### config.mk
export PLATFORM = sky130hd
export DESIGN_NAME = bus_read_mux
export DESIGN_NICKNAME = d
export VERILOG_FILES = /design/src/rtl/bus_read_mux.sv
export SDC_FILE = /design/constraint.sdc
export NUM_CORES = 1
export LEC_CHECK = 0
export ABC_AREA = 1
export ABC_CLOCK_PERIOD_IN_PS = 1350
export CAP_MARGIN = 40
export CORE_MARGIN = 8
export CORE_UTILIZATION = 42
export DETAILED_ROUTE_END_ITERATION = 10
export DONT_BUFFER_PORTS = 1
export HOLD_SLACK_MARGIN = 0.03
export PLACE_DENSITY_LB_ADDON = 0.12
export SLEW_MARGIN = 40
export SYNTH_ARGS = -nofsm -noshare
export SYNTH_HDL_FRONTEND = slang
export SYNTH_SLANG_ARGS = --single-unit
export TNS_END_PERCENT = 10
### constraint.sdc
create_clock -name clk -period 1.35 [get_ports clk]
set_input_delay 0.135 -clock clk [delete_from_list [all_inputs] [get_ports clk]]
set_output_delay 0.135 -clock clk [all_outputs]
set_load 0.05 [all_outputs]
### src/rtl/bus_read_mux.sv
// Read-data return mux: priority-selects one of NUM_SLV slave buses, delays the select by RD_LAT to match memory latency.
// Optional macro BUS_RD_ERR_EN adds bus_err/err_cnt and turns decoded holes and multi-selects into error responses.
module bus_read_mux #(
    parameter int unsigned NUM_SLV   = 2,
    parameter int unsigned DATA_W    = 32,
    parameter int unsigned RD_LAT    = 1,
    parameter logic [31:0] HOLD_INIT = 32'h0000_0000
) (
    input  logic                      clk,
    input  logic                      rst,
    input  logic                      rd_en,
    input  logic [NUM_SLV-1:0]        cs_n,
    input  logic [NUM_SLV*DATA_W-1:0] rd_data_in,
    output logic [DATA_W-1:0]         read_data,
    output logic                      read_valid,
    output logic [3:0]                sel_idx,
    output logic                      multi_sel
`ifdef BUS_RD_ERR_EN
    ,
    output logic                      bus_err,
    output logic [7:0]                err_cnt
`endif
);

    localparam int unsigned IDX_W = 4;
    localparam logic [DATA_W-1:0] HOLD_RST = DATA_W'(HOLD_INIT);
    localparam logic [DATA_W-1:0] ERR_DATA = DATA_W'(32'hDEAD_BEEF);

    logic [NUM_SLV-1:0] sel_vec;
    logic               any_sel;
    logic               multi_hit;
    logic [IDX_W-1:0]   enc_idx;
    logic               entry_vld;
    logic               entry_err;

    assign sel_vec   = ~cs_n;
    assign any_sel   = |sel_vec;
    // More than one bit set iff clearing the lowest set bit leaves something behind.
    assign multi_hit = |(sel_vec & (sel_vec - NUM_SLV'(1)));

    // Priority encoder: lowest asserted select wins.
    always_comb begin
        enc_idx = '0;
        for (int i = int'(NUM_SLV) - 1; i >= 0; i--) begin
            if (sel_vec[i]) begin
                enc_idx = IDX_W'(i);
            end
        end
    end

`ifdef BUS_RD_ERR_EN
    assign entry_vld = rd_en;
    assign entry_err = ~any_sel | multi_hit;
`else
    assign entry_vld = rd_en & any_sel;
    assign entry_err = 1'b0;
`endif

    logic             rsp_vld;
    logic             rsp_err;
    logic [IDX_W-1:0] rsp_idx;

    generate
        if (RD_LAT == 0) begin : g_lat0
            assign rsp_vld = entry_vld & ~rst;
            assign rsp_err = entry_err;
            assign rsp_idx = enc_idx;
        end else begin : g_pipe
            localparam int unsigned IDX_PIPE_W = IDX_W * RD_LAT;

            logic [RD_LAT-1:0]     vld_q;
            logic [RD_LAT-1:0]     err_q;
            logic [IDX_PIPE_W-1:0] idx_q;

            // Stage 0 sits in the low bits; entries shift upward each cycle.
            always_ff @(posedge clk or posedge rst) begin
                if (rst) begin
                    vld_q <= '0;
                    err_q <= '0;
                    idx_q <= '0;
                end else begin
                    vld_q <= RD_LAT'({vld_q, entry_vld});
                    err_q <= RD_LAT'({err_q, entry_err});
                    idx_q <= IDX_PIPE_W'({idx_q, enc_idx});
                end
            end

            assign rsp_vld = vld_q[RD_LAT-1];
            assign rsp_err = err_q[RD_LAT-1];
            assign rsp_idx = idx_q[IDX_PIPE_W-1 -: IDX_W];
        end
    endgenerate

    logic [DATA_W-1:0] mux_data;
    logic [DATA_W-1:0] hold_q;
    logic [IDX_W-1:0]  sel_q;
    logic              rsp_good;

    always_comb begin
        mux_data = '0;
        for (int i = 0; i < int'(NUM_SLV); i++) begin
            if (rsp_idx == IDX_W'(i)) begin
                mux_data = rd_data_in[i*DATA_W +: DATA_W];
            end
        end
    end

    assign rsp_good = rsp_vld & ~rsp_err;

    always_comb begin
        read_valid = rsp_vld;
        read_data  = hold_q;
        sel_idx    = sel_q;
        if (rsp_good) begin
            read_data = mux_data;
            sel_idx   = rsp_idx;
        end else if (rsp_vld) begin
            read_data = ERR_DATA;
        end
    end

    // Hold register and last-index register replace the old inferred latch.
    always_ff @(posedge clk or posedge rst) begin
        if (rst) begin
            hold_q    <= HOLD_RST;
            sel_q     <= '0;
            multi_sel <= 1'b0;
        end else begin
            multi_sel <= rd_en & multi_hit;
            if (rsp_good) begin
                hold_q <= mux_data;
                sel_q  <= rsp_idx;
            end
        end
    end

`ifdef BUS_RD_ERR_EN
    assign bus_err = rsp_vld & rsp_err;

    always_ff @(posedge clk or posedge rst) begin
        if (rst) begin
            err_cnt <= 8'h00;
        end else if (bus_err && (err_cnt != 8'hFF)) begin
            err_cnt <= err_cnt + 8'h01;
        end
    end
`endif

endmodule

==> metrics.cfg <==
[critical_path]
critPathRequiredTime_ns = 1.22
slowest_delay_ns = 0.46
critPathLaunchType = flop
crit_slowest_cell = dfrtp_2
r2r_start = g_pipe.idx_q[0]
reg2reg_depth = 4
r2r_slack_ns = 0.24
crit_fanout = 33
worst_ep_arrival_time_ns = 1.35
r2r-end = hold_q[12]
crit_chain = clkinv_8, nand2_1, nand3_1, nand2_2, buf_12
worstSetupPathType = flop to output pin
path_buf_inv = 2
end_kind = output pin
cp_top_family = flip-flops

[global_routing]
antenna_found_initial = 0
overflow = 0
track_usage_pct = 14.7
grt_pass1_wl_um = 8710
grt_pass1_vias = 1893
grt_start_max_net_pins = 40

[min_path]
hold_end = hold_q[19]
min_from = rd_data_in[19]
min_path_type = primary input to flop
hold_depth = 4

[timing]
min_period_ns = 1.49
hold_viol = 0
worst_slew_pin_slew_ns = 0.479
relSlewSlack_pct = 68.0
finalSetupTns_ns = -3.86
setup_violations = 33
timing.final.crit_share_pct = 110
slew_violations = 0
worst_slack_ns = -0.140
fin_skew_ns = 0.00274
clock.fmax_mhz = 671
grt_setup_unrepaired = yes

[logic_synthesis]
synth_cell_types = 16
synth_top_area_cell = dfrtp_1
synth_nets = 362
synth.top_cell.area_share_pct = 47.0
syn_area_mm2 = 0.00208
syn_area_per_cell_um2 = 7.09
synth_area_leaders = dfrtp_1 47%, nand2_1 22%, inv_1 13%, nand3_1 7.7%, nand2_2 3.0%
synth-seq-cells = 39
synth_warnings = 0
synth_cells = 293
seq_area_frac_synth_pct = 47.0

[clocking]
cts-root-buf = clkbuf_8
htreeDepth = 2
cts_tree = built
cts_setup_buffers = 0
cts_buffers = 5
path_clk_slew_ns = 0.07
cts_sinks = 39
clock_path_buffers = 2
clock_latency_ns = 0.29

[place]
hpwl_um = 3890
gp_congestion = 0.719
post_dp_cell_area_mm2 = 0.00285
portBuffers = 0

[detailed_routing]
dr.pass1.iters = 2
drcViolationCount = 0
vias = 1774
wire_per_inst_um = 12.7
drt_iter0_drc = 52
routed_wl_um = 5100
vias_per_cell = 4.41
ant_nets = 0

[finish]
design_area_mm2 = 0.00314
final_common_cell = nand2_1
num_antenna_cells = 0
layout_common_cells = 86 x nand2_1, 70 x inv_1, 42 x nand2_2
drive_gt1_share_pct = 31.0
area_growth_pct = 51.1
fin_nets = 403

[pwr]
ir_drop_mv = 0.729
p_leak_nw = 1.72
p_per_area_mw_per_mm2 = 1210

[outcome]
status = finished with violations
violations = setup timing

[job]
maxCapViolCount = 0

[floorplanning]
dieArea_mm2 = 0.00745
std_cell_rows = 25
die_y_um = 86.3
ios = 107
initial_utilization_pct = 43.7
die-width_um = 86.3
design.core.area_mm2 = 0.00475

## power breakdown
part	switching, mW	total [mW]	internal (mW)
Sequential	0.0472	1.35	1.30
Clock	0.379	0.845	0.466
Combinational	0.922	1.60	0.683
Total	1.35	3.80	2.45
## logic make-up after synthesis
kind of cell / share of synthesized area, %
compound gates: 0.481
buf+inv: 19.3
flops: 47.0
simple gates: 33.2
## routing by layer
metal / global-route usage, % / vias up / wire length [um]
li1: - / 917 / -
met1: 16.3 / 790 / 2090
met2: 24.0 / 60 / 2480
met3: 6.14 / 7 / 451
met4: 6.57 / 0 / 75
met5: 0 / - / 0
## flip-flops by register name, indices dropped and copies added (netlist names)
| signal | cells |
|---|---|
| g_pipe.idx_q | 1 |
| hold_q | 32 |
| multi_sel | 1 |
| read_valid | 1 |
| sel_q | 4 |
## synthesized netlist by cell type
master	number
nand2_2	10
a21oi_1	1
inv_4	1
buf_2	3
nor3_1	1
nand2_1	119
inv_6	1
inv_1	70
buf_8	1
clkbuf_4	1
buf_4	4
nand3_1	32
buf_6	5
nor2_1	4
o21ai_1	1
dfrtp_1	39
## worst register-to-register path: stages, from the launching register on
cell and delay (ns):
dfrtp_2 0.46, buf_6 0.19, nand2_1 0.07, nand3_1 0.12
nand2_4 0.13
## metrics by stage
stage                     total power [mW]  instances  setup WS [ns]  util (%)  hold WS [ns]
after floorplan                       2.21        293         -0.146         -         0.200
after global placement                2.89        389          0.127      59.9         0.177
after detailed placement              2.91        389         0.0847      59.9         0.189
after CTS                             3.86        402         -0.183      65.5        0.0885
after global routing                  4.00        402         -0.251      66.0        0.0939
final                                 3.80        402         -0.140      66.0         0.101
## how the worst max path moves through the flow
stage,startpoint,to,slack (ns),depth (start not counted)
floorplan,read_valid,hold_q[13],-0.15,5
global placement,g_pipe.idx_q[0],read_data[4],0.13,5
detailed placement,g_pipe.idx_q[0],read_data[10],0.08,5
CTS,g_pipe.idx_q[0],read_data[18],-0.18,5
global route,g_pipe.idx_q[0],read_data[7],-0.25,5
finish,g_pipe.idx_q[0],read_data[18],-0.14,5
## layout make-up
cell class / instances / area (um2)
Inverter: 72 / 285
Multi-Input combinational cell: 168 / 828
Tap cell: 67 / 83.8
Timing Repair Buffer: 48 / 863
Clock buffer: 8 / 100
Fill cell: 424 / 1620
Sequential cell: 39 / 978
## repair_timing
action                                  4_1_cts  5_1_grt
endpoints found under the hold margin        42        0
endpoints found under the setup margin       36       36
hold buffers                                  5        0
pin swaps                                     1        0
resized for setup                            40        6
Note: power is estimated with default switching activity, not from simulation.
